`src/rtl/issue_lock_arbiter.sv`:
```
// Age-ordered lock arbiter: NUM_RES independent FREE/HELD locks; oldest issue ID wins a free resource.
// Latency: grant is combinational (0 cycles); owner_valid/owner_port/timeout register 1 cycle after grant.
// Backpressure: losers and non-owners see grant=0 and keep req asserted; held locks are never preempted.
module issue_lock_arbiter #(
    parameter int NUM_PORTS = 4,
    parameter int NUM_RES   = 2,
    parameter int ID_WIDTH  = 8,
    parameter int MAX_HOLD  = 0,
    parameter int RES_W     = (NUM_RES > 1) ? $clog2(NUM_RES) : 1,
    parameter int PORT_W    = (NUM_PORTS > 1) ? $clog2(NUM_PORTS) : 1
) (
    input  logic                clk,
    input  logic                rst_n,
    input  logic                req          [NUM_PORTS],
    input  logic [RES_W-1:0]    res_id       [NUM_PORTS],
    input  logic [ID_WIDTH-1:0] issue_id     [NUM_PORTS],
    input  logic                release_lock [NUM_PORTS],
    output logic                grant        [NUM_PORTS],
    output logic                owner_valid  [NUM_RES],
    output logic [PORT_W-1:0]   owner_port   [NUM_RES],
    output logic                timeout      [NUM_RES]
);

    typedef enum logic {
        FREE = 1'b0,
        HELD = 1'b1
    } state_t;

    // Hold counter only needs to reach MAX_HOLD, where it saturates.
    localparam int CNT_W = (MAX_HOLD > 0) ? $clog2(MAX_HOLD + 1) : 1;
    localparam logic [CNT_W-1:0] HOLD_MAX = CNT_W'(MAX_HOLD);

    state_t              state_q [NUM_RES];
    state_t              state_d [NUM_RES];
    logic [PORT_W-1:0]   owner_q [NUM_RES];
    logic [PORT_W-1:0]   owner_d [NUM_RES];
    logic [CNT_W-1:0]    cnt_q   [NUM_RES];
    logic [CNT_W-1:0]    cnt_d   [NUM_RES];
    logic                to_q    [NUM_RES];
    logic                to_d    [NUM_RES];

    logic                win_vld  [NUM_RES];
    logic [PORT_W-1:0]   win_port [NUM_RES];
    logic [ID_WIDTH-1:0] win_id   [NUM_RES];
    logic                win_rel  [NUM_RES];
    logic                own_rel  [NUM_RES];

    // Serial-number compare: a is older than b when (a - b) is negative modulo 2^ID_WIDTH.
    function automatic logic is_older(input logic [ID_WIDTH-1:0] a, input logic [ID_WIDTH-1:0] b);
        logic [ID_WIDTH-1:0] diff;
        diff = a - b;
        return diff[ID_WIDTH-1];
    endfunction

    // Per-resource winner: scan ports low to high, replace only on strictly older so ties keep the lower port.
    always_comb begin
        for (int r = 0; r < NUM_RES; r++) begin
            win_vld[r]  = 1'b0;
            win_port[r] = '0;
            win_id[r]   = '0;
            win_rel[r]  = 1'b0;
            for (int p = 0; p < NUM_PORTS; p++) begin
                if (req[p] && (res_id[p] == RES_W'(r))) begin
                    if (!win_vld[r] || is_older(issue_id[p], win_id[r])) begin
                        win_vld[r]  = 1'b1;
                        win_port[r] = PORT_W'(p);
                        win_id[r]   = issue_id[p];
                        win_rel[r]  = release_lock[p];
                    end
                end
            end
        end
    end

    // Release seen from the current owner of each resource; releases from other ports are ignored.
    always_comb begin
        for (int r = 0; r < NUM_RES; r++) begin
            own_rel[r] = 1'b0;
            for (int p = 0; p < NUM_PORTS; p++) begin
                if ((owner_q[r] == PORT_W'(p)) && release_lock[p]) begin
                    own_rel[r] = 1'b1;
                end
            end
        end
    end

    // Flash grant: owner of a held resource, or winner of a free one, for the resource the port selects.
    always_comb begin
        for (int p = 0; p < NUM_PORTS; p++) begin
            grant[p] = 1'b0;
            for (int r = 0; r < NUM_RES; r++) begin
                if (req[p] && (res_id[p] == RES_W'(r))) begin
                    if (state_q[r] == HELD) begin
                        grant[p] = (owner_q[r] == PORT_W'(p));
                    end else begin
                        grant[p] = win_vld[r] && (win_port[r] == PORT_W'(p));
                    end
                end
            end
        end
    end

    // Lock FSM next state, owner capture and hold-watchdog counting.
    always_comb begin
        for (int r = 0; r < NUM_RES; r++) begin
            state_d[r] = state_q[r];
            owner_d[r] = owner_q[r];
            cnt_d[r]   = cnt_q[r];
            to_d[r]    = to_q[r];
            case (state_q[r])
                FREE: begin
                    // A winner releasing in its grant cycle is a single-cycle use; lock stays free.
                    if (win_vld[r] && !win_rel[r]) begin
                        state_d[r] = HELD;
                        owner_d[r] = win_port[r];
                        cnt_d[r]   = '0;
                        to_d[r]    = 1'b0;
                    end
                end
                HELD: begin
                    if (own_rel[r]) begin
                        state_d[r] = FREE;
                        owner_d[r] = '0;
                        cnt_d[r]   = '0;
                        to_d[r]    = 1'b0;
                    end else if ((MAX_HOLD > 0) && (cnt_q[r] != HOLD_MAX)) begin
                        cnt_d[r] = cnt_q[r] + CNT_W'(1);
                        if ((cnt_q[r] + CNT_W'(1)) == HOLD_MAX) begin
                            to_d[r] = 1'b1;
                        end
                    end
                end
                default: begin
                    state_d[r] = FREE;
                    owner_d[r] = '0;
                    cnt_d[r]   = '0;
                    to_d[r]    = 1'b0;
                end
            endcase
        end
    end

    // State registers; asynchronous reset frees every resource immediately.
    always_ff @(posedge clk or negedge rst_n) begin
        if (!rst_n) begin
            for (int r = 0; r < NUM_RES; r++) begin
                state_q[r] <= FREE;
                owner_q[r] <= '0;
                cnt_q[r]   <= '0;
                to_q[r]    <= 1'b0;
            end
        end else begin
            for (int r = 0; r < NUM_RES; r++) begin
                state_q[r] <= state_d[r];
                owner_q[r] <= owner_d[r];
                cnt_q[r]   <= cnt_d[r];
                to_q[r]    <= to_d[r];
            end
        end
    end

    // Registered status straight from the lock state.
    always_comb begin
        for (int r = 0; r < NUM_RES; r++) begin
            owner_valid[r] = (state_q[r] == HELD);
            owner_port[r]  = owner_q[r];
            timeout[r]     = to_q[r];
        end
    end

endmodule

```
`config.mk`:
```
export PLATFORM = sky130hd
export DESIGN_NAME = issue_lock_arbiter
export DESIGN_NICKNAME = d
export VERILOG_FILES = /design/src/rtl/issue_lock_arbiter.sv
export SDC_FILE = /design/constraint.sdc
export NUM_CORES = 1
export LEC_CHECK = 0
export BUFFER_PORTS_ARGS = -buffer_cell sky130_fd_sc_hd__buf_2
export CAP_MARGIN = 20
export CORE_MARGIN = 1.5
export CORE_UTILIZATION = 40
export CTS_CLUSTER_SIZE = 8
export DETAILED_ROUTE_END_ITERATION = 10
export PLACE_DENSITY = 0.7
export SETUP_SLACK_MARGIN = 0.2
export SYNTH_ARGS = -nofsm -noshare
export SYNTH_HDL_FRONTEND = slang
export SYNTH_SLANG_ARGS = --single-unit
```
`constraint.sdc`:
```
create_clock -name clk -period 26.9 [get_ports clk]
set_clock_uncertainty 0.2 [all_clocks]
set_input_delay 8.07 -clock clk [delete_from_list [all_inputs] [get_ports clk]]
set_output_delay 8.07 -clock clk [all_outputs]
set_load 0.03 [all_outputs]
```
==> metrics.txt <==
via/cell ratio 6.020; htree depth 1; grt ovf 0; total inserted antenna cells 0; layout cells sized above 1 18.90%; dpl ws 2.549 ns; max_cap viols 0; Pleak 0.001237 uW; Initial Util 42.32%; final worst-path cycle share 91.18%; f_max 40.77 MHz; met2 WL 3.170 mm; HPWL Detailed 5.878 mm; Rows 27; number of distinct library cells after synthesis 67; Num CTS Buffers 3; uppermost layer routed met4; ys flop type dfrtp_1; die area 0.006441 mm2; Ports 58; Initial DRC Count 187; Crit path max-delay family compound AO/OA/AOI/OAI gates; clk_lat worst skew 0.22 ns; Core Region 0.005642 mm2; first-pass GRT wire length 11.39 mm; Psw 71.61 uW; die width 80.26 um; Slew Limit Fails 0; worst path arrival time 16.26 ns; I/O Buffers 55; commonest cells after routing, fill and taps aside buf_2 (55), nand2_1 (49), ha_1 (36), nor2_1 (33), a21oi_1 (30); initial antenna violation count 0; final wirelength 7.049 mm; number of global-route vias before repair 2424; Internal Pwr Total 60.50 uW; Sequential Power Share 19.5%; CTS Sinks 6; Worst VDD drop 35.01 uV; yosys warns 0; met3 WL 310 um; Setup crit end kind output port; setup_tns 0 ns; Post-DRT Antenna Nets 0; placer congestion estimate 0.8875; crit path time final 24.53 ns; buffer and inverter count on the worst path 2; CTS max path bufs 2; RSZ-0062 raised after global routing no; status completed; Hold-fix buffers, CTS 0; Mean Syn Cell Area 7.063 um2; wire length on met1 3.537 mm; Via Count 2727; Reg area 150.1 um2; Logic pwr share 70.5%; worst min-delay path category reg -> reg; Critical Path RT 18.63 ns; Final setup viols 0; Final nets 465; Synth Register Bits 6; Pwr Density 48.39 mW/mm2; Sw Share 54.20%; WL/cell 15.56 um; critical path's slowest cell o21ai_1; sequential area share after synthesis 6.289%; Worst Tran Pin Value 1.036 ns; most used cell, CP a21oi_1; CTS tree yes; Tot GR Track Use 22.01%; post-synthesis cell count 338; Area Growth Syn to Fin 14.36%; Die Y 80.26 um; multi-input logic area 0.002151 mm2; DRT Pass-1 Iters 4; DRC 0; Async S/R FF share, synth 100.0%; Crit path largest cell delay 0.81 ns; post-CTS sizing 0; Clock Pin Slew Worst Setup and Hold Paths 0.04 ns; Final Hold Violating Endpoints 0; clock share of power 10.0%; Final WS setup 2.372 ns; largest net degree at the start of global routing 19; Post-CTS Setup Bufs 0; fill count 590; crit-path max FO 18; root buf cell clkbuf_8; startpoint type of the worst setup path input port; Synth Cell Area 0.002387 mm2; Post-synth EDFFs 0; most common cell after layout, fill and taps aside buf_2; crit path kind in -> out; max_slew headroom 30.49%
## layout make-up
| type | instances | share of cell area (%) |
|---|---|---|
| Sequential cell | 6 | 5.500 |
| Clock buffer | 3 | 1.512 |
| Inverter | 6 | 0.8249 |
| Timing Repair Buffer | 55 | 10.08 |
| Multi-Input combinational cell | 311 | 78.78 |
| Tap cell | 72 | 3.300 |
## power by group through the flow
stage	Combinational (uW)	Clock [uW]	Sequential [uW]
final	93.1	13.3	25.7
after global routing	102	13.9	26.9
after CTS	92.3	13.5	25.2
after detailed placement	91.7	0	25.3
after global placement	90.3	0	25.3
after floorplan	63.7	0	27.8
## synthesized netlist by cell type, types with 3 or more instances
| cell | instances | area share, % |
|---|---|---|
| and4b_1 | 3 | 1.3 |
| o21ai_1 | 18 | 3.8 |
| clkbuf_1 | 14 | 2.2 |
| nand3_1 | 9 | 1.9 |
| o21a_1 | 4 | 1.3 |
| a221oi_1 | 3 | 1.1 |
| nand2b_1 | 5 | 1.3 |
| xnor2_1 | 5 | 1.8 |
| nand2_1 | 49 | 7.7 |
| o21ai_0 | 10 | 2.1 |
| nor2b_1 | 6 | 1.6 |
| inv_1 | 5 | 0.79 |
| nor2_1 | 33 | 5.2 |
| o31ai_1 | 3 | 0.94 |
| xor2_1 | 5 | 1.8 |
| o211ai_1 | 5 | 1.6 |
| nor3_1 | 3 | 0.63 |
| dfrtp_1 | 6 | 6.3 |
| and2_1 | 9 | 2.4 |
| a21o_1 | 10 | 3.1 |
| a211oi_1 | 6 | 1.9 |
| a21oi_1 | 30 | 6.3 |
| nand4_1 | 4 | 1.0 |
| ha_1 | 36 | 19 |
## registers in the layout (all words and copies together) (netlist names)
name and count:
owner_port 4, owner_valid 2
## through the flow
step / cells / hold slack [ns] / cell area, um2 / total power (uW) / util (%)
floorplan: 339 / 0.5309 / 2391 / 91.43 / -
global placement: 450 / 0.4837 / 2689 / 115.6 / 47.66
detailed placement: 450 / 0.4755 / 2689 / 117.1 / 47.66
CTS: 453 / 0.4776 / 2730 / 131.0 / 48.39
global route: 453 / 0.5210 / 2730 / 143.1 / 48.39
finish: 453 / 0.4934 / 2730 / 132.1 / 48.39
## per-layer routing
metal  up-vias  track usage (%)
met5         -                0
met4         0            3.966
met3         2           0.6818
met2        81            34.71
met1      1285            33.24
li1       1359                -
## logic make-up after synthesis
logic type,after synthesis,synth area share (%)
other cells,1,0.1571
flops,6,6.289
simple gates,141,29.87
xor+xnor,12,5.503
fa+ha+maj,36,18.87
mux,3,1.834
buf+inv,22,3.773
compound gates,117,33.70
## worst min-delay path, cell delays in order, from the launching register on
cell and delay [ns]:
dfrtp_1 0.46, nor2_1 0.12, a21oi_1 0.07
## final timing paths
kind	from	to	slack (ns)	cells after the start
worst max-delay path	req[3]	grant[1]	2.37	33
worst min-delay path	owner_port[3]	owner_port[3]	0.49	2
worst max register to register	owner_port[0]	owner_port[0]	25.20	4
worst min register to register	owner_port[3]	owner_port[3]	0.49	2
max in group asynchronous	rst_n	owner_port[3]	18.90	1
min in group asynchronous	rst_n	owner_valid[0]	7.46	1
Power figures use the tool's default switching activity.
